===== config.mk =====
export PLATFORM = sky130hd
export DESIGN_NAME = multi_rate_tick_gen
export DESIGN_NICKNAME = d
export VERILOG_FILES = /design/src/rtl/multi_rate_tick_gen.sv
export SDC_FILE = /design/constraint.sdc
export NUM_CORES = 1
export LEC_CHECK = 0
export ABC_AREA = 1
export CORE_UTILIZATION = 49
export DETAILED_ROUTE_END_ITERATION = 7
export HOLD_SLACK_MARGIN = 0.12
export PLACE_DENSITY = 0.82
export SLEW_MARGIN = 10
export SYNTH_ARGS = -nofsm -noshare
export SYNTH_HDL_FRONTEND = slang
export SYNTH_SLANG_ARGS = --single-unit

===== constraint.sdc =====
create_clock -name clkIn -period 2.33 [get_ports clkIn]
set_input_delay 0.3495 -clock clkIn [delete_from_list [all_inputs] [get_ports clkIn]]
set_output_delay 0.3495 -clock clkIn [all_outputs]
set_load 0.01 [all_outputs]

===== src/rtl/multi_rate_tick_gen.sv =====
// Multi-channel runtime-programmable tick/square divider.
// Each channel emits a 1-cycle tick every De enabled cycles (De = max(D,1))
// and a square wave that toggles on every tick. Shared sync realigns all
// channels; cfg port rewrites one channel's divide value.
module multi_rate_tick_gen #(
  parameter int NUM_CH      = 2,
  parameter int CNT_W       = 26,
  parameter int DEFAULT_DIV = 2500000,
  localparam int CH_W       = (NUM_CH > 1) ? $clog2(NUM_CH) : 1
) (
  input  logic                    clkIn,
  input  logic                    rst,
  input  logic [NUM_CH-1:0]       ch_en,
  input  logic                    sync,
  input  logic                    cfg_we,
  input  logic [CH_W-1:0]         cfg_ch,
  input  logic [CNT_W-1:0]        cfg_div,
  output logic [NUM_CH-1:0]       tick,
  output logic [NUM_CH-1:0]       sq,
  output logic [NUM_CH*CNT_W-1:0] div_rd
);

  logic [CNT_W-1:0]  div_q [NUM_CH];
  logic [CNT_W-1:0]  div_d [NUM_CH];
  logic [CNT_W-1:0]  cnt_q [NUM_CH];
  logic [CNT_W-1:0]  cnt_d [NUM_CH];
  logic [NUM_CH-1:0] tick_q, tick_d;
  logic [NUM_CH-1:0] sq_q, sq_d;
  logic [NUM_CH-1:0] cfg_hit;

  // Next-state per channel: sync beats cfg write beats counting.
  always_comb begin
    div_d   = div_q;
    cnt_d   = cnt_q;
    tick_d  = '0;
    sq_d    = sq_q;
    cfg_hit = '0;
    for (int unsigned i = 0; i < NUM_CH; i++) begin
      cfg_hit[i] = cfg_we && (cfg_ch == CH_W'(i));
      if (cfg_hit[i]) begin
        div_d[i] = cfg_div;
      end
      if (sync) begin
        cnt_d[i] = '0;
        sq_d[i]  = 1'b0;
      end else if (cfg_hit[i]) begin
        cnt_d[i] = '0;
      end else if (ch_en[i]) begin
        // D of 0 or 1 behaves as divide-by-1: wrap on every enabled cycle.
        if ((div_q[i] < CNT_W'(2)) || (cnt_q[i] == div_q[i] - CNT_W'(1))) begin
          cnt_d[i]  = '0;
          tick_d[i] = 1'b1;
          sq_d[i]   = ~sq_q[i];
        end else begin
          cnt_d[i]  = cnt_q[i] + CNT_W'(1);
        end
      end
    end
  end

  // State registers with synchronous reset to the default divide value.
  always_ff @(posedge clkIn) begin
    if (rst) begin
      for (int unsigned i = 0; i < NUM_CH; i++) begin
        div_q[i] <= CNT_W'(DEFAULT_DIV);
        cnt_q[i] <= '0;
      end
      tick_q <= '0;
      sq_q   <= '0;
    end else begin
      for (int unsigned i = 0; i < NUM_CH; i++) begin
        div_q[i] <= div_d[i];
        cnt_q[i] <= cnt_d[i];
      end
      tick_q <= tick_d;
      sq_q   <= sq_d;
    end
  end

  // Flatten divide values for readback, channel 0 in the LSBs.
  always_comb begin
    div_rd = '0;
    for (int unsigned i = 0; i < NUM_CH; i++) begin
      div_rd[i*CNT_W +: CNT_W] = div_q[i];
    end
  end

  assign tick = tick_q;
  assign sq   = sq_q;

endmodule

Yosys cells after proc, flatten, opt, wreduce, memory -nomap -nowiden
Index checks and enable logic that the tools add are counted.
{ "word_totals": {"reg_bits": 108, "elab_cells": 38, "output_inout_bits": 56, "input_bits": 33} }
{ "op_classes": {"n_reduce_logical": 11, "add_sub_neg": 4, "order_cmp": 2, "eq_ne": 2, "muxes": 4, "bitwise": 7} }
{ "op_table": {"columns": ["cell", "n"], "rows": [
  ["$add A26 B1 Y26 const B", 2],
  ["$eq A26 B26 Y1", 2],
  ["$lt A26 B2 Y1 const B", 2],
  ["$mux W26", 2],
  ["$sub A26 B1 Y26 const B", 2],
  ["$reduce_or A4 Y1", 2],
  ["$not A1 Y1", 7],
  ["$reduce_and A3 Y1", 2],
  ["$reduce_or A3 Y1", 2],
  ["$logic_and A1 B1 Y1", 2],
  ["$logic_or A1 B1 Y1", 2],
  ["$mux W1", 2],
  ["$reduce_or A2 Y1", 1]
]} }

Logic depth before layout (Yosys ltp)
{ "depth": {"depth_word": 4, "ltp_mapped": 18, "ltp_nobuf": 17} }

Worst setup path after synthesis
OpenSTA, ideal clock, no wires.
{ "synth_path": {"path_type": "flip-flop to flip-flop", "start": "reg div_q (netlist bit div_rd[26])", "end": "reg cnt_q[23] (netlist bit)", "setup_time_ps": 119, "stages_incl_launch_ff": 15, "t_arrival_ps": 1961, "required_time_ps": 2211, "period_less_slack_ps": 2079, "setup_slack_ps": 251, "cell_sequence": "dfxtp_1 inv_1 ha_1 or2_2 nand3_1 o211ai_1 nor2_1 nand2_1 nor2_2 nand3_2 nand2_2 nand2_2 nand2_4 buf_12 nor2_2"} }
{ "synth_between": {"elab_chain_len": 4, "elab_cells_between_ends": 5} }
{ "synth_rtl": {"columns": ["element", "line", "source"], "rows": [
  ["start: declaration", "23", "logic [CNT_W-1:0] div_q [NUM_CH];"],
  ["start signal: indexed assignment", "65", "div_q[i] <= CNT_W'(DEFAULT_DIV);"],
  ["start signal: indexed assignment", "72", "div_q[i] <= div_d[i];"],
  ["$sub A26 B1 Y26", "50", "if ((div_q[i] < CNT_W'(2)) || (cnt_q[i] == div_q[i] - CNT_W'(1))) begin"],
  ["$eq A26 B26 Y1", "50", null],
  ["$logic_or A1 B1 Y1 (*)", "50", null],
  ["$mux W26 (*)", "50", null],
  ["end signal: indexed assignment", "73", "cnt_q[i] <= cnt_d[i];"],
  ["end: declaration", "25", "logic [CNT_W-1:0] cnt_q [NUM_CH];"]
]} }
Every way passes the cells marked *; elsewhere a longest branch is shown, timed or not.
A chain may end at the register's enable or synchronous reset.

Worst setup path in the final report
{ "layout_path": {"start": "reg div_q (netlist bit div_rd[6])", "end": "reg cnt_q[39] (netlist bit)"} }
The elaborated chain is that of the path after synthesis.

==> metrics.yaml <==
relSlewSlack: 0.221
final_cell_mix: "nand2_1 (234), nor2_1 (181), dfxtp_1 (103), inv_1 (95), clkdlybuf4s50_1 (88)"
cts_tree: "done"
start_util: 0.512
drtIter0Drc: 398
cts.sinks: 108
drt-wirelength-per-cell_um: 14.2
drive_gt1_frac: 0.126
core_area_mm2: 0.0128
cp_max_fo: 7
ys_seq_area_frac: 0.329
critPathLaunchType: "register"
ir_drop_v: 0.000494
portBuffers: 88
clk_latency_ns: 0.35
p_switching_uw: 1230
gp_congestion: 0.960
final_common_cell: "nand2_1"
layout.nets: 1160
cts_made_buffers: 9
crit_path_end_kind: "register"
syn_to_final_growth_pct: 27.2
synth_area_mm2: 0.00657
dr.pass1.iters: 7
path_class: "reg -> reg"
p_clk_frac: 0.374
slowest_stage: "dfxtp_1"
max_freq_mhz: 456
p_sw_frac: 0.278
antenna_found_initial: 0
cts_root_buffer: "clkbuf_16"
cts_htree_levels: 3
ioPinCount: 89
final_area_mm2: 0.00835
fin_crit_ns: 2.19
synth.distinct_cells: 35
grt_pass1_wl_um: 29200
crit_arrival_ns: 2.44
drt_wl_total_um: 18500
leakagePower_uw: 0.00347
ant_nets: 0
power.density_mw_per_mm2: 531
grt_usage: 0.260
setup_viol: 0
finalPower_uw: 4430
vias_per_cell: 5.22
maxCapViolCount: 0
cts.clk_slew.worst_paths_ns: 0.07
hold_viol: 0
die_h_um: 118
dp_hpwl_um: 14100
fin_skew_ns: 0.00812
avgSynthCellArea_um2: 6.57
placedInstanceArea_mm2: 0.00780
hold_class: "reg -> reg"
final.period_utilization: 0.941
cts_buffer_depth: 2
worst_pin_slew_ns: 1.16
intPower_uw: 3200
critPathMaxStageDelay_ns: 0.38
num_rows: 41
crit_path_cell_trace: "nor2_1 -> nand2_2 -> nor2_4 -> nand2_1 -> o21ai_0 -> nand3_1 -> nor2_1 -> nand3_1 -> nand2_2 -> nand2_8 -> nand2_4 -> nor2_1"
status: "finished, final reports clean"
synth_fp_nets: 1037
drc: 0
dieArea_mm2: 0.0139
seqPwrFrac: 0.455
grt_pass1_vias: 6165
grt_max_degree: 31
required_ns: 2.57
dieWidth_um: 118
path_buf_inv: 0
critical-path-top-delay-family: "simple AND/OR/NAND/NOR gates"
ys_seq_elements: 108
comb_power_share: 0.171
yosysWarnings: 0
vias: 6786
slew_violations: 0
antenna-diode-count: 0
netlist_instances: 1000
cts_hold_buf: 0
crit_top_cell: "nor2_1"
overflow: 0
-- cell type report --
cell class | instances | area (um^2)
multi-input combinational | 775 | 4040
clock buffer | 9 | 225
inverter | 99 | 372
sequential | 108 | 2170
clock inverter | 7 | 97.6
tap | 172 | 215
timing repair buffer | 130 | 1230
fill | 1139 | 4470
-- worst paths after layout --
path / startpoint / endpoint / slack (ns) / cells past startpoint
hold reg to reg: sq[0] / sq[0] / 0.49 / 2
hold / removal: sq[0] / sq[0] / 0.49 / 2
setup reg to reg: div_rd[6] / cnt_q[39] / 0.14 / 12
setup / recovery: div_rd[6] / cnt_q[39] / 0.14 / 12
-- state kept, by name (all words and copies together), names as in the netlist --
register	flops
tick	2
div_rd	52
sq	2
cnt_q	52
-- synth_stat cells, drive strengths merged --
master	instances	area [um^2]
a31o	2	17.5
clkbuf	14	52.6
nand3b	8	60.1
inv	99	372
nand2	248	968
xor2	65	569
buf	8	88.8
ha	4	50.1
o21ai	45	225
o21bai	5	41.3
o211ai	4	30.0
and2	1	7.51
nor2	227	963
o22ai	4	25.0
nor3	13	65.1
nand3	70	360
nand4	25	156
xnor2	24	210
a21o	1	7.51
or2	2	12.5
a21oi	19	95.1
nor4	3	18.8
dfxtp	108	2160
a21boi	1	7.51
-- repair_timing --
action,CTS,global route
resized for setup,0,39
endpoints found under the setup margin,0,52
buffers inserted,0,6
-- metal layers --
| layer | track usage | part of all wire | vias to the layer above |
|---|---|---|---|
| met5 | 0 | 0 | - |
| met4 | 0.0849 | 0.026 | 0 |
| met3 | 0.0436 | 0.057 | 37 |
| met2 | 0.460 | 0.50 | 225 |
| met1 | 0.317 | 0.42 | 3109 |
| li1 | - | - | 3415 |
-- per-stage QoR --
| step | setup WS (ns) | TNS [ns] | util | hold WS, ns | std cells |
|---|---|---|---|---|---|
| 2_1_floorplan | 0.251 | 0 | - | 0.463 | 1000 |
| 3_3_place_gp | 0.0440 | 0 | 0.608 | 0.486 | 1273 |
| 3_5_place_dp | -0.00219 | -0.00219 | 0.608 | 0.482 | 1273 |
| 4_1_cts | 0.00343 | 0 | 0.633 | 0.493 | 1289 |
| 5_1_grt | -0.0144 | -0.0741 | 0.651 | 0.522 | 1300 |
| 6_report | 0.137 | 0 | 0.651 | 0.491 | 1300 |
-- power groups by stage --
stage               logic (uW)  registers [uW]  clock network, uW
floorplan                  392            2050                  0
CTS                        714            2010               1680
global route               835            2030               1750
global placement           700            2050                  0
detailed placement         708            2050                  0
finish                     757            2020               1660
-- worst reg2reg max path, stage by stage, from the launching register on --
cell     delay, ns
dfxtp_1       0.38
nor2_1        0.20
nand2_2       0.13
nor2_4        0.23
nand2_1       0.12
o21ai_0       0.19
nand3_1       0.10
nor2_1        0.14
nand3_1       0.14
nand2_2       0.16
nand2_8       0.12
nand2_4       0.13
nor2_1        0.06
-- cell families (layout without fill, tap and decap cells) --
| logic type | after synthesis | count (layout) | share of synthesized area |
|---|---|---|---|
| AOI/OAI and AO/OA | 81 | 81 | 0.0684 |
| adders and majority gates | 4 | 4 | 0.00762 |
| xor gates and xnor gates | 89 | 89 | 0.119 |
| and+or+nand+nor | 597 | 601 | 0.398 |
| buffers and inverters | 121 | 245 | 0.0781 |
| DFF | 108 | 108 | 0.329 |
(Power assumes the default switching activity.)
